**config.mk**
```make
export PLATFORM = sky130hd
export DESIGN_NAME = cplx_mac_pe
export DESIGN_NICKNAME = d
export VERILOG_FILES = /design/src/rtl/cnn_pe_pkg.sv /design/src/rtl/cplx_mult.sv /design/src/rtl/cplx_mac_pe.sv
export SDC_FILE = /design/constraint.sdc
export NUM_CORES = 2
export LEC_CHECK = 0
export BUFFER_PORTS_ARGS = -buffer_cell sky130_fd_sc_hd__buf_2
export CAP_MARGIN = 15
export CORE_AREA = 2 2 321 323
export CTS_CLUSTER_SIZE = 24
export DETAILED_ROUTE_END_ITERATION = 8
export DIE_AREA = 0 0 323 325
export PLACE_DENSITY = 0.72
export SYNTH_ARGS = -nofsm -noshare
export SYNTH_HDL_FRONTEND = slang
export SYNTH_SLANG_ARGS = --single-unit
```
**constraint.sdc**
```tcl
create_clock -name clk -period 12.72 [get_ports clk]
set_clock_uncertainty 0.2 [all_clocks]
set_input_delay 1.272 -clock clk [delete_from_list [all_inputs] [get_ports clk]]
set_output_delay 1.272 -clock clk [all_outputs]
set_load 0.1 [all_outputs]
```
**src/rtl/cnn_pe_pkg.sv**
```systemverilog
// Shared types and helpers for the complex-MAC processing elements.
// Helpers work on MAX_W-wide containers and take the real component width as an argument.
package cnn_pe_pkg;

    localparam int MAX_W = 64;

    typedef enum logic {
        OUT_EMPTY = 1'b0,
        OUT_FULL  = 1'b1
    } out_state_e;

    // Real component (low half) of a packed complex value, sign-extended.
    function automatic logic signed [MAX_W-1:0] get_re(input logic [2*MAX_W-1:0] v, input int w);
        logic signed [2*MAX_W-1:0] t;
        t = $signed(v << (2*MAX_W - w));
        t = t >>> (2*MAX_W - w);
        return t[MAX_W-1:0];
    endfunction

    function automatic logic signed [MAX_W-1:0] get_im(input logic [2*MAX_W-1:0] v, input int w);
        logic signed [2*MAX_W-1:0] t;
        t = $signed(v << (2*MAX_W - 2*w));
        t = t >>> (2*MAX_W - w);
        return t[MAX_W-1:0];
    endfunction

    function automatic logic [2*MAX_W-1:0] pack(input logic signed [MAX_W-1:0] re,
                                                input logic signed [MAX_W-1:0] im,
                                                input int w);
        logic [2*MAX_W-1:0] mask;
        mask = (128'd1 << w) - 128'd1;
        return ((128'(im) & mask) << w) | (128'(re) & mask);
    endfunction

    // Signed add clamped to the range of a w-bit two's-complement value.
    function automatic logic signed [MAX_W-1:0] sat_add(input logic signed [MAX_W-1:0] a,
                                                        input logic signed [MAX_W-1:0] b,
                                                        input int w);
        logic signed [MAX_W:0] s, hi, lo;
        s  = {a[MAX_W-1], a} + {b[MAX_W-1], b};
        hi = (65'sd1 <<< (w - 1)) - 65'sd1;
        lo = -(65'sd1 <<< (w - 1));
        if (s > hi)
            return hi[MAX_W-1:0];
        else if (s < lo)
            return lo[MAX_W-1:0];
        return s[MAX_W-1:0];
    endfunction

endpackage

```
**src/rtl/cplx_mult.sv**
```systemverilog
// Combinational signed complex multiply; products kept at full 2*DATA_W+1 precision.
module cplx_mult
    import cnn_pe_pkg::*;
#(
    parameter int DATA_W = 16
) (
    input  logic [2*DATA_W-1:0]   imap,
    input  logic [2*DATA_W-1:0]   fmap,
    output logic signed [2*DATA_W:0] p_re,
    output logic signed [2*DATA_W:0] p_im
);

    logic signed [2*DATA_W:0] ir, ii, fr, fi;

    assign ir = (2*DATA_W+1)'(get_re((2*MAX_W)'(imap), DATA_W));
    assign ii = (2*DATA_W+1)'(get_im((2*MAX_W)'(imap), DATA_W));
    assign fr = (2*DATA_W+1)'(get_re((2*MAX_W)'(fmap), DATA_W));
    assign fi = (2*DATA_W+1)'(get_im((2*MAX_W)'(fmap), DATA_W));

    // Operands are pre-extended so each product is exact before the final add/sub.
    assign p_re = fr * ir - fi * ii;
    assign p_im = fr * ii + fi * ir;

endmodule

```
**src/rtl/cplx_mac_pe.sv**
```systemverilog
// Complex MAC processing element: 1-cycle forwarding, ACC_LEN-beat accumulation, valid/ready result.
// Define CNN_PE_SAT_EN for saturating accumulation instead of two's-complement wrap.
module cplx_mac_pe
    import cnn_pe_pkg::*;
#(
    parameter int DATA_W  = 16,
    parameter int ACC_W   = 40,
    parameter int ACC_LEN = 9,
    parameter int CNT_W   = $clog2(ACC_LEN + 1)
) (
    input  logic                  clk,
    input  logic                  rst,
    input  logic                  in_valid,
    input  logic [2*DATA_W-1:0]   in_imap,
    input  logic [2*DATA_W-1:0]   in_fmap,
    input  logic                  acc_clr,
    output logic                  out_valid,
    output logic [2*DATA_W-1:0]   out_imap,
    output logic [2*DATA_W-1:0]   out_fmap,
    output logic                  omap_valid,
    input  logic                  omap_ready,
    output logic [2*ACC_W-1:0]    omap,
    output logic                  ovf
);

    logic signed [2*DATA_W:0] p_re, p_im;
    logic signed [ACC_W-1:0]  acc_re, acc_im, prod_re, prod_im, sum_re, sum_im;
    logic [CNT_W-1:0]         cnt;
    logic                     last_beat, load, ovf_set;
    out_state_e               state_q, state_d;

    cplx_mult #(.DATA_W(DATA_W)) u_mult (
        .imap (in_imap),
        .fmap (in_fmap),
        .p_re (p_re),
        .p_im (p_im)
    );

    always_ff @(posedge clk) begin
        if (rst) begin
            out_valid <= 1'b0;
            out_imap  <= '0;
            out_fmap  <= '0;
        end else begin
            out_valid <= in_valid;
            out_imap  <= in_imap;
            out_fmap  <= in_fmap;
        end
    end

    assign prod_re = ACC_W'(p_re);
    assign prod_im = ACC_W'(p_im);

`ifdef CNN_PE_SAT_EN
    assign sum_re = ACC_W'(sat_add(MAX_W'(acc_re), MAX_W'(prod_re), ACC_W));
    assign sum_im = ACC_W'(sat_add(MAX_W'(acc_im), MAX_W'(prod_im), ACC_W));
`else
    assign sum_re = acc_re + prod_re;
    assign sum_im = acc_im + prod_im;
`endif

    assign last_beat = in_valid && !acc_clr && (cnt == CNT_W'(ACC_LEN - 1));

    // The finishing beat hands its sum to omap and restarts the accumulator in the same edge.
    always_ff @(posedge clk) begin
        if (rst || acc_clr) begin
            acc_re <= '0;
            acc_im <= '0;
            cnt    <= '0;
        end else if (in_valid) begin
            if (last_beat) begin
                acc_re <= '0;
                acc_im <= '0;
                cnt    <= '0;
            end else begin
                acc_re <= sum_re;
                acc_im <= sum_im;
                cnt    <= cnt + 1'b1;
            end
        end
    end

    always_comb begin
        state_d = state_q;
        load    = 1'b0;
        ovf_set = 1'b0;
        case (state_q)
            OUT_EMPTY: begin
                if (last_beat) begin
                    state_d = OUT_FULL;
                    load    = 1'b1;
                end
            end
            OUT_FULL: begin
                if (omap_ready) begin
                    load    = last_beat;
                    state_d = last_beat ? OUT_FULL : OUT_EMPTY;
                end else if (last_beat) begin
                    ovf_set = 1'b1;
                end
            end
            default: state_d = OUT_EMPTY;
        endcase
    end

    always_ff @(posedge clk) begin
        if (rst) begin
            state_q <= OUT_EMPTY;
            omap    <= '0;
            ovf     <= 1'b0;
        end else begin
            state_q <= state_d;
            if (load)
                omap <= (2*ACC_W)'(pack(MAX_W'(sum_re), MAX_W'(sum_im), ACC_W));
            if (ovf_set)
                ovf <= 1'b1;
        end
    end

    assign omap_valid = (state_q == OUT_FULL);

endmodule

```
==> flow_summary.json <==
{
  "status": "completed",
  "synthArstFlopShare_pct": 0,
  "drt_iter0_markers": 2478,
  "setup.worst_path.start_class": "primary input",
  "n_fill_cell": 8934,
  "first_pass_iters": 5,
  "gr-total-overflow": 0,
  "tritoncts": "yes",
  "synth_nets": 7451,
  "yosys_warnings": 0,
  "vias": 37337,
  "worst-slew-pin-transition_ps": 1097,
  "coreArea_um2": 101300,
  "crit_path_frequent_cell": "fa_1",
  "grt_max_degree": 69,
  "maxCapViolCount": 0,
  "fmax_ghz": 0.1065,
  "cts.sinks": 231,
  "port-buffer-count": 215,
  "path_buf_inv": 8,
  "crit_path_max_incr_delay_ps": 750,
  "cts_buffer_depth": 3,
  "die_x_um": 323,
  "crit_start": "in_imap[18]",
  "syn_inst": 5656,
  "synth_edf_count": 0,
  "hpwlAfterDp_um": 103800,
  "hold_class": "flop to flop",
  "synth_area_leaders": "fa_1 (52%), inv_1 (11%), dfxtp_1 (8.6%), ha_1 (7.8%), nand2_1 (5.1%)",
  "synth_cell_types": 71,
  "wl_um": 132800,
  "setup_tns_ps": 0,
  "cts_resized": 0,
  "whs_ps": 249.7,
  "grt_pass1_wl_um": 220700,
  "avgRoutedWirePerCell_um": 18.75,
  "syn_area_um2": 53570,
  "dieArea_um2": 105000,
  "crit_path_top_delay_cell": "inv_1",
  "antenna_found_initial": 4,
  "worstSetupPathType": "primary input to flop",
  "setup_violations": 0,
  "finalNetCount": 7484,
  "avgViaCountPerCell": 5.272,
  "holdCritStartpoint": "omap[41]",
  "reg2reg_from": "acc_im[9]",
  "place_inst": 7025,
  "synth_top_flop_cell": "dfxtp_1",
  "worstSetupEndpointType": "flop",
  "finalHoldViolCount": 0,
  "clock-root-buffer": "clkbuf_16",
  "h-tree-depth": 1,
  "critPathRequiredTime_ps": 13010,
  "die_h_um": 325,
  "clk_latency_ps": 640,
  "final_util_pct": 56.02,
  "final_layout_size_suffix_gt1_share_pct": 5.813,
  "areaGrowthSynthToFinish_pct": 5.939,
  "period_minus_slack_ps": 9393,
  "synth_seq_cells": 231,
  "hold_buffers": 0,
  "cts_setup_buffers": 0,
  "cts-buffers-inserted": 29,
  "start_util_pct": 52.88,
  "track_usage_pct": 26.95,
  "drc_errors": 0,
  "antenna_left": 0,
  "max-slew-margin-rel_pct": 26.17,
  "arrival_ps": 9680,
  "rsz0062_at_grt": "false",
  "clk_pin_slew_worst_paths_ps": 60,
  "post-route-period-util_pct": 73.85,
  "yosysTopAreaCell": "fa_1",
  "fin_cells": 7082,
  "avgSynthCellArea_um2": 9.471,
  "worstPathMaxFanout": 33,
  "grt_pass1_vias": 40822,
  "synth_top_cell_area_share_pct": 51.98,
  "ys_seq_area_share_pct": 8.632,
  "drv_slew": 0,
  "place_congestion": 0.8814,
  "io_pins": 216,
  "critPathTopFamily": "adder cells",
  "fp-row-count": 117
}
## cell usage after synthesis (4+ instances only)
cell type  instances
inv_1           1522
fa_1            1391
nand2_1          724
and2_1           415
ha_1             335
clkbuf_1         249
dfxtp_1          231
a21oi_1          150
nor2_1           150
nor2b_1           68
xnor2_1           66
a22oi_1           43
a22o_1            37
o21ai_0           31
xor2_1            27
nand3_1           26
nand2b_1          24
a21o_1            23
nor3_1            17
and3_1            11
a211oi_1          10
o21bai_1           8
o21a_1             7
o21ai_1            7
or2_2              7
o211ai_1           6
nor4_1             4
## cells in the final DEF (no fill, tap or decap), types with 4 or more instances in the layout
cell type and instances:
xnor2_1 66, a21o_1 23, dfxtp_1 231, buf_2 214
a211oi_1 10, nor2b_1 68, nor3_1 17, xor2_1 27
nor4_1 4, o21ai_0 31, o21ai_1 7, or2_2 7
and3_1 11, buf_4 38, clkbuf_8 5, ha_1 335
fa_1 1391, inv_1 1522, a21oi_1 150, nand3_1 26
o21a_1 7, nand2_1 723, clkinv_2 4, nand2b_1 24
nor2_1 146, a22oi_1 43, a22o_1 37, o211ai_1 6
and2_1 415, clkbuf_1 6, o21bai_1 8, clkbuf_16 29
## worst paths after layout
path,endpoint,slack (ps),cells after the start
hold / removal,omap[41],250,2
setup / recovery,acc_im[32],3330,28
hold reg to reg,omap[41],250,2
setup reg to reg,omap[68],4900,24
## metrics by stage
step / worst slack (ps) / instance area (um^2)
3_5_place_dp: 2765 / 55730
6_report: 3327 / 56750
3_3_place_gp: 2946 / 55730
4_1_cts: 3436 / 56720
2_1_floorplan: 3557 / 53570
5_1_grt: 2910 / 56750
## state kept, by name (all words and copies together) (netlist names)
register	count
ovf	1
cnt	4
acc_re	40
acc_im	40
out_imap	32
out_fmap	32
omap_valid	1
out_valid	1
omap	80
## layer usage
layer  GRT usage [%]  share of wire [%]  vias up
met5               0                  0        -
met4           9.070                4.1        0
met3           2.976                6.0      220
met2           45.72                 50     1229
met1           36.08                 40    19612
li1                -                  -    16276
## tightest hold or removal path, stage by stage (launching register included)
cell and delay [ps]:
dfxtp_1 300, nand2_1 50, a21oi_1 50
## area by class of cell
| class | count | area, um^2 | area share (%) |
|---|---|---|---|
| repair buffers | 253 | 1384 | 2.438 |
| well taps | 1368 | 1712 | 3.016 |
| flip-flops and latches | 231 | 4624 | 8.149 |
| clock inverters | 13 | 171.4 | 0.3020 |
| diodes | 3 | 7.507 | 0.01323 |
| inverters | 1524 | 5720 | 10.08 |
| clock buffers | 40 | 817.0 | 1.440 |
| multi-input cells | 3650 | 42320 | 74.56 |
## kinds of logic after synthesis
logic type	share of synthesized area (%)
xor+xnor	1.520
fa+ha+maj	59.81
buf+inv	12.44
compound gates	4.674
simple gates	12.91
mux	0.01869
flops	8.632
Power is not shown: default switching activity piles up to over one toggle a cycle in this logic, so the estimate is an artifact.
